--- src/rtl/decode_stage_pkg.sv ---
// Shared pipeline types for the decode stage and its neighbours.
//   u32 / u64   : instruction word / program counter types
//   type_t      : instruction format classes (I/U/S/B/J/R, N = not recognised)
//   OP_*        : major opcode values, raw[6:0]
//   decoded_t   : bundle handed from decode to execute
package decode_stage_pkg;

  typedef logic [31:0] u32;
  typedef logic [63:0] u64;

  typedef enum logic [2:0] {
    I_TYPE = 3'd0,
    U_TYPE = 3'd1,
    S_TYPE = 3'd2,
    B_TYPE = 3'd3,
    J_TYPE = 3'd4,
    R_TYPE = 3'd5,
    N_TYPE = 3'd6
  } type_t;

  localparam logic [6:0] OP_IMM   = 7'b0010011;
  localparam logic [6:0] OP_IMM32 = 7'b0011011;
  localparam logic [6:0] LOAD     = 7'b0000011;
  localparam logic [6:0] JALR     = 7'b1100111;
  localparam logic [6:0] SYSTEM   = 7'b1110011;
  localparam logic [6:0] LUI      = 7'b0110111;
  localparam logic [6:0] AUIPC    = 7'b0010111;
  localparam logic [6:0] STORE    = 7'b0100011;
  localparam logic [6:0] BRANCH   = 7'b1100011;
  localparam logic [6:0] JAL      = 7'b1101111;
  localparam logic [6:0] OP       = 7'b0110011;
  localparam logic [6:0] OP32     = 7'b0111011;

  typedef struct packed {
    u64         pc;
    u32         raw_instr;
    type_t      typ;
    logic [4:0] rs1;
    logic [4:0] rs2;
    logic [4:0] rd;
    logic       illegal;
  } decoded_t;

  // Idle value of a bundle register: all zero, format N, not flagged illegal.
  localparam decoded_t DECODED_RST = '{
    pc: '0, raw_instr: '0, typ: N_TYPE, rs1: '0, rs2: '0, rd: '0, illegal: 1'b0
  };

  function automatic type_t op_type(input logic [6:0] op);
    type_t t;
    case (op)
      OP_IMM, OP_IMM32, LOAD, JALR, SYSTEM: t = I_TYPE;
      LUI, AUIPC:                           t = U_TYPE;
      STORE:                                t = S_TYPE;
      BRANCH:                               t = B_TYPE;
      JAL:                                  t = J_TYPE;
      OP, OP32:                             t = R_TYPE;
      default:                              t = N_TYPE;
    endcase
    return t;
  endfunction

endpackage

--- src/rtl/decode_stage_if.sv ---
// Fetch -> decode -> execute handshake bundle.
//   in_*   : fetch side (valid/ready, pc, raw word) plus flush redirect
//   out_*  : decoded bundle to execute (valid/ready + decoded fields)
// Modport slave is the decode stage; master is whoever drives fetch and
// consumes the execute side.
interface decode_stage_if;
  import decode_stage_pkg::*;

  logic       in_valid;
  logic       in_ready;
  u64         in_pc;
  u32         in_raw_instr;
  logic       flush;

  logic       out_valid;
  logic       out_ready;
  u64         out_pc;
  u32         out_raw_instr;
  type_t      out_typ;
  logic [4:0] out_rs1;
  logic [4:0] out_rs2;
  logic [4:0] out_rd;
  logic       out_illegal;

  modport slave (
    input  in_valid, in_pc, in_raw_instr, flush, out_ready,
    output in_ready, out_valid, out_pc, out_raw_instr, out_typ,
           out_rs1, out_rs2, out_rd, out_illegal
  );

  modport master (
    output in_valid, in_pc, in_raw_instr, flush, out_ready,
    input  in_ready, out_valid, out_pc, out_raw_instr, out_typ,
           out_rs1, out_rs2, out_rd, out_illegal
  );
endinterface

--- src/rtl/decode_stage_decoder_comb.sv ---
// Purely combinational instruction classifier.
//   pc, raw : incoming instruction
//   dec     : decoded bundle; register fields a format does not use read 0
module decoder_comb
  import decode_stage_pkg::*;
(
  input  u64       pc,
  input  u32       raw,
  output decoded_t dec
);

  type_t      typ;
  logic [4:0] rs1, rs2, rd;

  always_comb begin
    typ = op_type(raw[6:0]);
    rd  = raw[11:7];
    rs1 = raw[19:15];
    rs2 = raw[24:20];
    case (typ)
      I_TYPE:         rs2 = '0;
      U_TYPE, J_TYPE: begin rs1 = '0; rs2 = '0; end
      S_TYPE, B_TYPE: rd  = '0;
      R_TYPE:         ;
      default:        begin rs1 = '0; rs2 = '0; rd = '0; end
    endcase
  end

  assign dec = '{
    pc: pc, raw_instr: raw, typ: typ, rs1: rs1, rs2: rs2, rd: rd,
    illegal: (typ == N_TYPE)
  };

endmodule

--- src/rtl/decode_stage.sv ---
// Decode pipeline stage with a 2-entry (main + skid) buffer.
//   clk, reset : clock, async active-low reset
//   ifc        : decode_stage_if.slave; fetch handshake in, decoded bundle out
// in_ready is a flop, so fetch never sees a combinational path from
// out_ready. The skid entry absorbs the one instruction that can arrive in
// the cycle after execute stalls.
module decode_stage
  import decode_stage_pkg::*;
(
  input  logic           clk,
  input  logic           reset,
  decode_stage_if.slave  ifc
);

  decoded_t dec;
  decoded_t main_q, main_d;
  decoded_t skid_q, skid_d;
  logic     main_vld_q, main_vld_d;
  logic     skid_vld_q, skid_vld_d;
  logic     in_ready_q, in_ready_d;
  logic     acc, cons;

  decoder_comb u_dec (
    .pc  (ifc.in_pc),
    .raw (ifc.in_raw_instr),
    .dec (dec)
  );

  assign acc  = ifc.in_valid && in_ready_q;
  assign cons = main_vld_q && ifc.out_ready;

  always_comb begin
    main_d     = main_q;
    main_vld_d = main_vld_q;
    skid_d     = skid_q;
    skid_vld_d = skid_vld_q;

    if (ifc.flush) begin
      // Redirect: drop everything, including an input arriving this cycle.
      main_vld_d = 1'b0;
      skid_vld_d = 1'b0;
    end else begin
      if (cons) begin
        if (skid_vld_q) begin
          main_d     = skid_q;
          skid_vld_d = 1'b0;
        end else begin
          main_vld_d = 1'b0;
        end
      end
      // With skid full in_ready is low, so acc never races the skid refill.
      if (acc) begin
        if (!main_vld_q || (cons && !skid_vld_q)) begin
          main_d     = dec;
          main_vld_d = 1'b1;
        end else begin
          skid_d     = dec;
          skid_vld_d = 1'b1;
        end
      end
    end

    in_ready_d = !skid_vld_d;
  end

  always_ff @(posedge clk or negedge reset) begin
    if (!reset) begin
      main_q     <= DECODED_RST;
      skid_q     <= DECODED_RST;
      main_vld_q <= 1'b0;
      skid_vld_q <= 1'b0;
      in_ready_q <= 1'b1;
    end else begin
      main_q     <= main_d;
      skid_q     <= skid_d;
      main_vld_q <= main_vld_d;
      skid_vld_q <= skid_vld_d;
      in_ready_q <= in_ready_d;
    end
  end

  assign ifc.in_ready      = in_ready_q;
  assign ifc.out_valid     = main_vld_q;
  assign ifc.out_pc        = main_q.pc;
  assign ifc.out_raw_instr = main_q.raw_instr;
  assign ifc.out_typ       = main_q.typ;
  assign ifc.out_rs1       = main_q.rs1;
  assign ifc.out_rs2       = main_q.rs2;
  assign ifc.out_rd        = main_q.rd;
  assign ifc.out_illegal   = main_q.illegal;

endmodule
--- src/flat_wrapper.sv ---
// flat-port wrapper written by rule: the top's interface ports become plain ports
module decode_stage_flat import decode_stage_pkg::*;
  (clk, reset, ifc_in_valid, ifc_in_pc, ifc_in_raw_instr, ifc_flush, ifc_out_ready, ifc_in_ready, ifc_out_valid, ifc_out_pc, ifc_out_raw_instr, ifc_out_typ, ifc_out_rs1, ifc_out_rs2, ifc_out_rd, ifc_out_illegal);
  decode_stage_if ifc_i ();
  input  logic clk;
  input  logic reset;
  input wire logic [$bits(ifc_i.in_valid)-1:0] ifc_in_valid;
  input wire logic [$bits(ifc_i.in_pc)-1:0] ifc_in_pc;
  input wire logic [$bits(ifc_i.in_raw_instr)-1:0] ifc_in_raw_instr;
  input wire logic [$bits(ifc_i.flush)-1:0] ifc_flush;
  input wire logic [$bits(ifc_i.out_ready)-1:0] ifc_out_ready;
  output wire logic [$bits(ifc_i.in_ready)-1:0] ifc_in_ready;
  output wire logic [$bits(ifc_i.out_valid)-1:0] ifc_out_valid;
  output wire logic [$bits(ifc_i.out_pc)-1:0] ifc_out_pc;
  output wire logic [$bits(ifc_i.out_raw_instr)-1:0] ifc_out_raw_instr;
  output wire logic [$bits(ifc_i.out_typ)-1:0] ifc_out_typ;
  output wire logic [$bits(ifc_i.out_rs1)-1:0] ifc_out_rs1;
  output wire logic [$bits(ifc_i.out_rs2)-1:0] ifc_out_rs2;
  output wire logic [$bits(ifc_i.out_rd)-1:0] ifc_out_rd;
  output wire logic [$bits(ifc_i.out_illegal)-1:0] ifc_out_illegal;
  assign ifc_i.in_valid = ifc_in_valid;
  assign ifc_i.in_pc = ifc_in_pc;
  assign ifc_i.in_raw_instr = ifc_in_raw_instr;
  assign ifc_i.flush = ifc_flush;
  assign ifc_i.out_ready = ifc_out_ready;
  assign ifc_in_ready = ifc_i.in_ready;
  assign ifc_out_valid = ifc_i.out_valid;
  assign ifc_out_pc = ifc_i.out_pc;
  assign ifc_out_raw_instr = ifc_i.out_raw_instr;
  assign ifc_out_typ = ifc_i.out_typ;
  assign ifc_out_rs1 = ifc_i.out_rs1;
  assign ifc_out_rs2 = ifc_i.out_rs2;
  assign ifc_out_rd = ifc_i.out_rd;
  assign ifc_out_illegal = ifc_i.out_illegal;
  decode_stage u_core (.clk(clk), .reset(reset), .ifc(ifc_i));
endmodule
--- config.mk ---
export PLATFORM = sky130hd
export DESIGN_NAME = decode_stage_flat
export DESIGN_NICKNAME = d
export VERILOG_FILES = /design/src/rtl/decode_stage_pkg.sv /design/src/rtl/decode_stage_if.sv /design/src/rtl/decode_stage_decoder_comb.sv /design/src/rtl/decode_stage.sv /design/src/flat_wrapper.sv
export SDC_FILE = /design/constraint.sdc
export NUM_CORES = 1
export LEC_CHECK = 0
export CAP_MARGIN = 5
export CORE_MARGIN = 2
export CORE_UTILIZATION = 31
export CTS_BUF_LIST = sky130_fd_sc_hd__clkbuf_8 sky130_fd_sc_hd__clkbuf_16
export CTS_CLUSTER_DIAMETER = 200
export DETAILED_ROUTE_END_ITERATION = 8
export PLACE_DENSITY_LB_ADDON = 0.08
export RECOVER_POWER = 25
export SLEW_MARGIN = 20
export SYNTH_ARGS = -nofsm -noshare
export SYNTH_HDL_FRONTEND = slang
export SYNTH_SLANG_ARGS = --single-unit
--- constraint.sdc ---
create_clock -name clk -period 1.4 [get_ports clk]
set_input_delay 0.28 -clock clk [delete_from_list [all_inputs] [get_ports clk]]
set_output_delay 0.28 -clock clk [all_outputs]
set_load 0.01 [all_outputs]
* Word-level counts from Yosys, hierarchy flattened
Cells that the tools add are included.
** Storage, ports and cells
- Register bits after elaboration :: 233
- Output and inout bits :: 117
- Word-level logic and storage cells :: 69
** Cells by class
- Equality and inequality tests :: 18
- Mux-type cells :: 17
- Bitwise operators :: 2
- Reductions and logical operators :: 15
** Operators by type and width (number)
- two-way mux 115 bit :: 4
- == test 7 x 6 -> 1 bit (second input constant) :: 4
- == test 7 bit (second input constant) :: 4
- == test 7 x 5 -> 1 bit (second input constant) :: 3
- case mux 3 bit (6 select lines) :: 1
- two-way mux 5 bit :: 3
- == test 3 bit (second input constant) :: 3
- two-way mux 1 bit :: 9
- OR reduction 4 bit :: 2
- == test 7 x 2 -> 1 bit (second input constant) :: 1
- == test 3 x 2 -> 1 bit (second input constant) :: 2
- OR reduction 5 bit :: 1
- OR reduction 2 bit :: 2
- == test 3 x 1 -> 1 bit (second input constant) :: 1
- logical AND 1 bit :: 3
- zero test 1 bit :: 3
- zero test 3 bit :: 1
- AND reduction 3 bit :: 1
- OR reduction 3 bit :: 1
- inverter 1 bit :: 2
- logical OR 1 bit :: 1

* Longest topological paths before layout
- Depth after elaboration :: 8
- Gate-level depth with buffers :: 7
- Mapped depth without buffers :: 4

* Hierarchy
A second synthesis with hierarchy kept.
** Unflattened totals
- Cell total of the unflattened synthesis :: 800
- Area total of the unflattened synthesis :: 10482.6 um^2
** Modules (own cells, without submodules)
- decode_stage :: instances 1, cells each 643, area an instance 9377.7 um^2, sequential area each 5836.8 um^2
- decoder_comb :: instances 1, cells each 157, area an instance 1104.8 um^2, sequential area each 0.0 um^2

* Least setup slack after synthesis
OpenSTA, ideal clock, no wires.
- Path type :: register to register
- From :: register u_core.in_ready_q, in the netlist u_core.ifc.in_ready
- To :: register u_core.main_q (netlist bit u_core.ifc.out_rd[0])
- Data arrival time :: 1.375 ns
- Required time :: 1.274 ns
- Slack :: -0.101 ns
- Cell stages (with the launch flop) :: 5
- Path buffers :: 0
- Period minus slack after synthesis :: 1.501 ns
- Cells stage by stage :: dfstp_2 > and3b_1 > a21boi_1 > nor2_1 > a221o_1
** On the way
- Cells in the longest elaborated chain, start to end :: 2
** RTL lines
- start, declared :: RTL line decode_stage.sv:20 : logic in_ready_q, in_ready_d;
- start signal, assigned :: RTL line decode_stage.sv:78 : in_ready_q <= in_ready_d;
- logical AND 1 bit :: RTL line decode_stage.sv:29 : assign acc = ifc.in_valid && in_ready_q;
- two-way mux 115 bit :: RTL line decode_stage.sv:52 : if (acc) begin
- end signal, assigned :: RTL line decode_stage.sv:74 : main_q <= main_d;
- end, declared :: RTL line decode_stage.sv:16 : decoded_t main_q, main_d;
No other way between the ends.
A chain may end at the register's enable or synchronous reset.

* Worst setup path after layout
- From :: register u_core.main_vld_q, in the netlist u_core.ifc.out_valid
- To :: register u_core.main_q (netlist bit u_core.ifc.out_raw_instr[0])
** On the way
- Cells in the longest elaborated chain, start to end :: 5
** RTL lines
- start, declared :: RTL line decode_stage.sv:18 : logic main_vld_q, main_vld_d;
- start signal, assigned :: RTL line decode_stage.sv:76 : main_vld_q <= main_vld_d;
- logical AND 1 bit :: RTL line decode_stage.sv:30 : assign cons = main_vld_q && ifc.out_ready;
- logical AND 1 bit :: RTL line decode_stage.sv:53 : if (!main_vld_q || (cons && !skid_vld_q)) begin
- logical OR 1 bit :: RTL line decode_stage.sv:53
- two-way mux 115 bit :: RTL line decode_stage.sv:53
- two-way mux 115 bit (*) :: RTL line decode_stage.sv:52
Mark *: on every way between the ends. The rest lies on a longest branch, timed or not.

==> run_results.csv <==
group,metric,value,unit
synthesis,synth_area,9530,µm²
setup_path,cp_max_fo,7,
global_route,antenna_found_initial,2,
global_route,grt_pass1_wl,49700,µm
synthesis,synth_commonest_cells,"nand2_1, dfrtp_1, nor2_1, o22ai_1, a21oi_1",
clock_tree,clock_sinks,233,
drt,wl_met2,17400,µm
synthesis,synth_edf_count,0,
timing,rsz0062_at_grt,"yes",
clock_tree,clk_pin_slew,60,ps
synthesis,synthCells,1016,
synthesis,synth_area_leaders,"dfrtp_1, nand2_1, o22ai_1",
drt,met3RoutedLength,1790,µm
setup_path,required,1860,ps
timing,final_max_slew_viol_count,0,
setup_path,crit_type,"flip-flop to flip-flop",
drt,viasPerCell,4.99,
final_layout,layout.nets,1457,
outcome,status,"finished with violations",
power,internal_power,14.7,mW
power,pwr-share-seq,43.1,%
final_layout,antenna_cells,0,
floorplanning,die_area,32200,µm²
timing,tightest_slew,794,ps
global_route,grt_max_degree,56,
drt,topRoutingLayerUsed,"met5",
drt,firstDrtPassIters,4,
final_layout,finalInstanceArea,15800,µm²
final_layout,final_util,52.0,%
clock_tree,clk_latency,550,ps
power,powerDensity,1310,nW/µm²
timing,slew_headroom,47.1,%
synthesis,yosysWarnings,0,
global_route,grt_overflow,0,
drt,wl_per_cell,20.1,µm
clock_tree,cts_tree,"done",
power,comb_power_share,21.8,%
timing,fin_crit_sh,121,%
timing,finalSetupViolCount,332,
final_layout,fill_cells,2757,
clock_tree,numCtsBuffers,27,
floorplanning,die_x,179,µm
power,clkPwrFrac,35.1,%
synthesis,ys_types,39,
clock_tree,clockRootBuffer,"clkbuf_16",
power,swShare,29.2,%
drt,vias,8842,
power,p_leak,7.38,nW
synthesis,yosys_register_bits,233,
min_path,min_path_type,"input pin to flip-flop",
clock_tree,cts_max_level,1,
timing,fin_hold_ws,296,ps
timing,max_freq,591,MHz
drt,routed_wl,35600,µm
clock_tree,cts_buffer_depth,3,
place,postPlaceCellArea,13000,µm²
global_route,grt_use_total,19.9,%
drt,ant_nets,0,
floorplanning,rows,64,
synthesis,yosys.area.top_type,"dfrtp_1",
synthesis,async_flop_share,100,%
timing,skew,21.3,ps
floorplanning,die_h,179,µm
synthesis,synth_area_per_cell,9.38,µm²
place,gp_congestion,0.759,
drt,drc,0,
place,io_buffers,217,
timing,hold_viol_final,0,
drt,wl_met1,15700,µm
timing,setup-tns-final,-50320,ps
final_layout,layout-drive-gt1-share,41.5,%
timing,worst_slack,-292,ps
power,ir_drop,0.863,mV
outcome,violations,"negative setup slack",
drt,drt_first_iter_violations,503,
place,dp_hpwl,20400,µm
run,drv_cap,0,
floorplanning,design.core.area,30400,µm²
timing,final.min_clock_period,1690,ps
global_route,grt_pass1_vias,8596,
setup_path,end_kind,"flip-flop",
power,p_total,20.7,mW
synthesis,yosysTopAreaCellShare,59.9,%
synthesis,synth_most_common_cell,"nand2_1",
final_layout,area_growth,66.0,%
synthesis,syn-num-nets,1117,
synthesis,synth-main-ff-cell,"dfrtp_1",
floorplanning,start_util,31.3,%
setup_path,cp-start-kind,"flip-flop",
floorplanning,pin_count,218,
synthesis,seq_area_frac_synth,61.2,%
setup_path,cp.arrival,2150,ps
power,p_switching,6.06,mW
-- final timing paths --
path | startpoint | end | slack (ps) | cells after the start
worst min-delay path | ifc_in_raw_instr[30] | u_core.skid_q[49]$_DFFE_PN0P_ | 300 | 3
worst max register to register | u_core.ifc.out_valid$_DFF_PN0_ | u_core.ifc.out_raw_instr[0]$_DFFE_PN0N_ | -290 | 8
max in group asynchronous | reset | u_core.ifc.out_pc[43]$_DFFE_PN0N_ | -80 | 4
worst min register to register | u_core.skid_q[56]$_DFFE_PN0P_ | u_core.skid_q[56]$_DFFE_PN0P_ | 470 | 2
min in group asynchronous | reset | u_core.skid_q[32]$_DFFE_PN0P_ | 360 | 2
worst max-delay path | u_core.ifc.out_valid$_DFF_PN0_ | u_core.ifc.out_raw_instr[0]$_DFFE_PN0N_ | -290 | 8
-- layer usage --
metal | global-route usage (%) | vias to the layer above
met5 | 0 | -
met4 | 5.11 | 4
met3 | 3.65 | 48
met2 | 32.1 | 215
met1 | 27.6 | 4413
li1 | - | 4162
-- cell families (layout without fill, tap and decap cells) --
family	Yosys count	after routing	synth area share [%]
AOI/OAI and AO/OA	261	261	16.7
xor gates and xnor gates	1	1	0.0919
buffers and inverters	80	441	3.96
DFF	233	233	61.2
muxes	1	1	0.105
and+or+nand+nor	440	440	17.9
-- per-stage QoR --
step,cells,setup WS [ps]
finish,1773,-292
global placement,1648,-587
CTS,1737,-248
floorplan,1016,-54.5
global route,1773,-353
detailed placement,1648,-635
-- critical path, stage by stage, from the launching register on --
cell and delay [ps]:
dfrtp_1 390, buf_6 130, buf_6 110, a221oi_4 300, buf_6 190, clkbuf_16 180, clkbuf_16 160, nor2_1 40
a21oi_1 130
-- repair_timing --
item,4_1_cts,5_1_grt
hold buffers,1,0
cloned,11,25
resized for setup,530,309
setup endpoints to repair,347,252
buffers inserted,27,14
endpoints found under the hold margin,104,0
pin swaps,18,137
-- registers in the layout, indices dropped and copies added (netlist names) --
signal and cells:
u_core.ifc.out_rs1 5, u_core.ifc.out_rd 5, u_core.ifc.out_pc 64, u_core.skid_vld_q 1
u_core.ifc.out_raw_instr 32, u_core.ifc.out_rs2 5, u_core.ifc.out_typ 3, u_core.ifc.out_valid 1
u_core.ifc.in_ready 1, u_core.ifc.out_illegal 1, u_core.skid_q 115
-- placed cells by master, fill, tap and decap left out, drive strengths merged, types with 3 or more instances in the layout --
cell type	Yosys	final
a21oi	108	108
a21boi	3	3
clkinv	0	4
clkbuf	20	63
clkinvlp	0	3
o21ai	15	15
clkdlybuf4s50	0	99
a221o	5	5
a32o	5	5
buf	56	260
dfstp	5	5
nand2	308	308
nand2b	5	5
nand3	3	3
o22ai	110	110
dfrtp	228	228
and2	7	7
inv	4	9
nor2	110	110
a221oi	6	6
-- power groups by stage --
| stage | clock (mW) | combinational, mW | sequential, mW |
|---|---|---|---|
| floorplan | 0 | 1.59 | 9.04 |
| global placement | 0 | 4.14 | 8.90 |
| detailed placement | 0 | 4.20 | 8.92 |
| CTS | 7.45 | 3.94 | 8.80 |
| global route | 7.74 | 4.96 | 9.07 |
| finish | 7.28 | 4.51 | 8.93 |
-- area by class of cell --
class / count / area (µm²) / area share (%)
multi-input combinational: 703 / 4370 / 27.7
clock inverter: 14 / 125 / 0.791
sequential: 233 / 5840 / 36.9
inverter: 4 / 16.3 / 0.103
timing repair buffer: 387 / 4170 / 26.4
tap: 396 / 495 / 3.13
clock buffer: 36 / 800 / 5.05
Power figures use the tool's default switching activity.
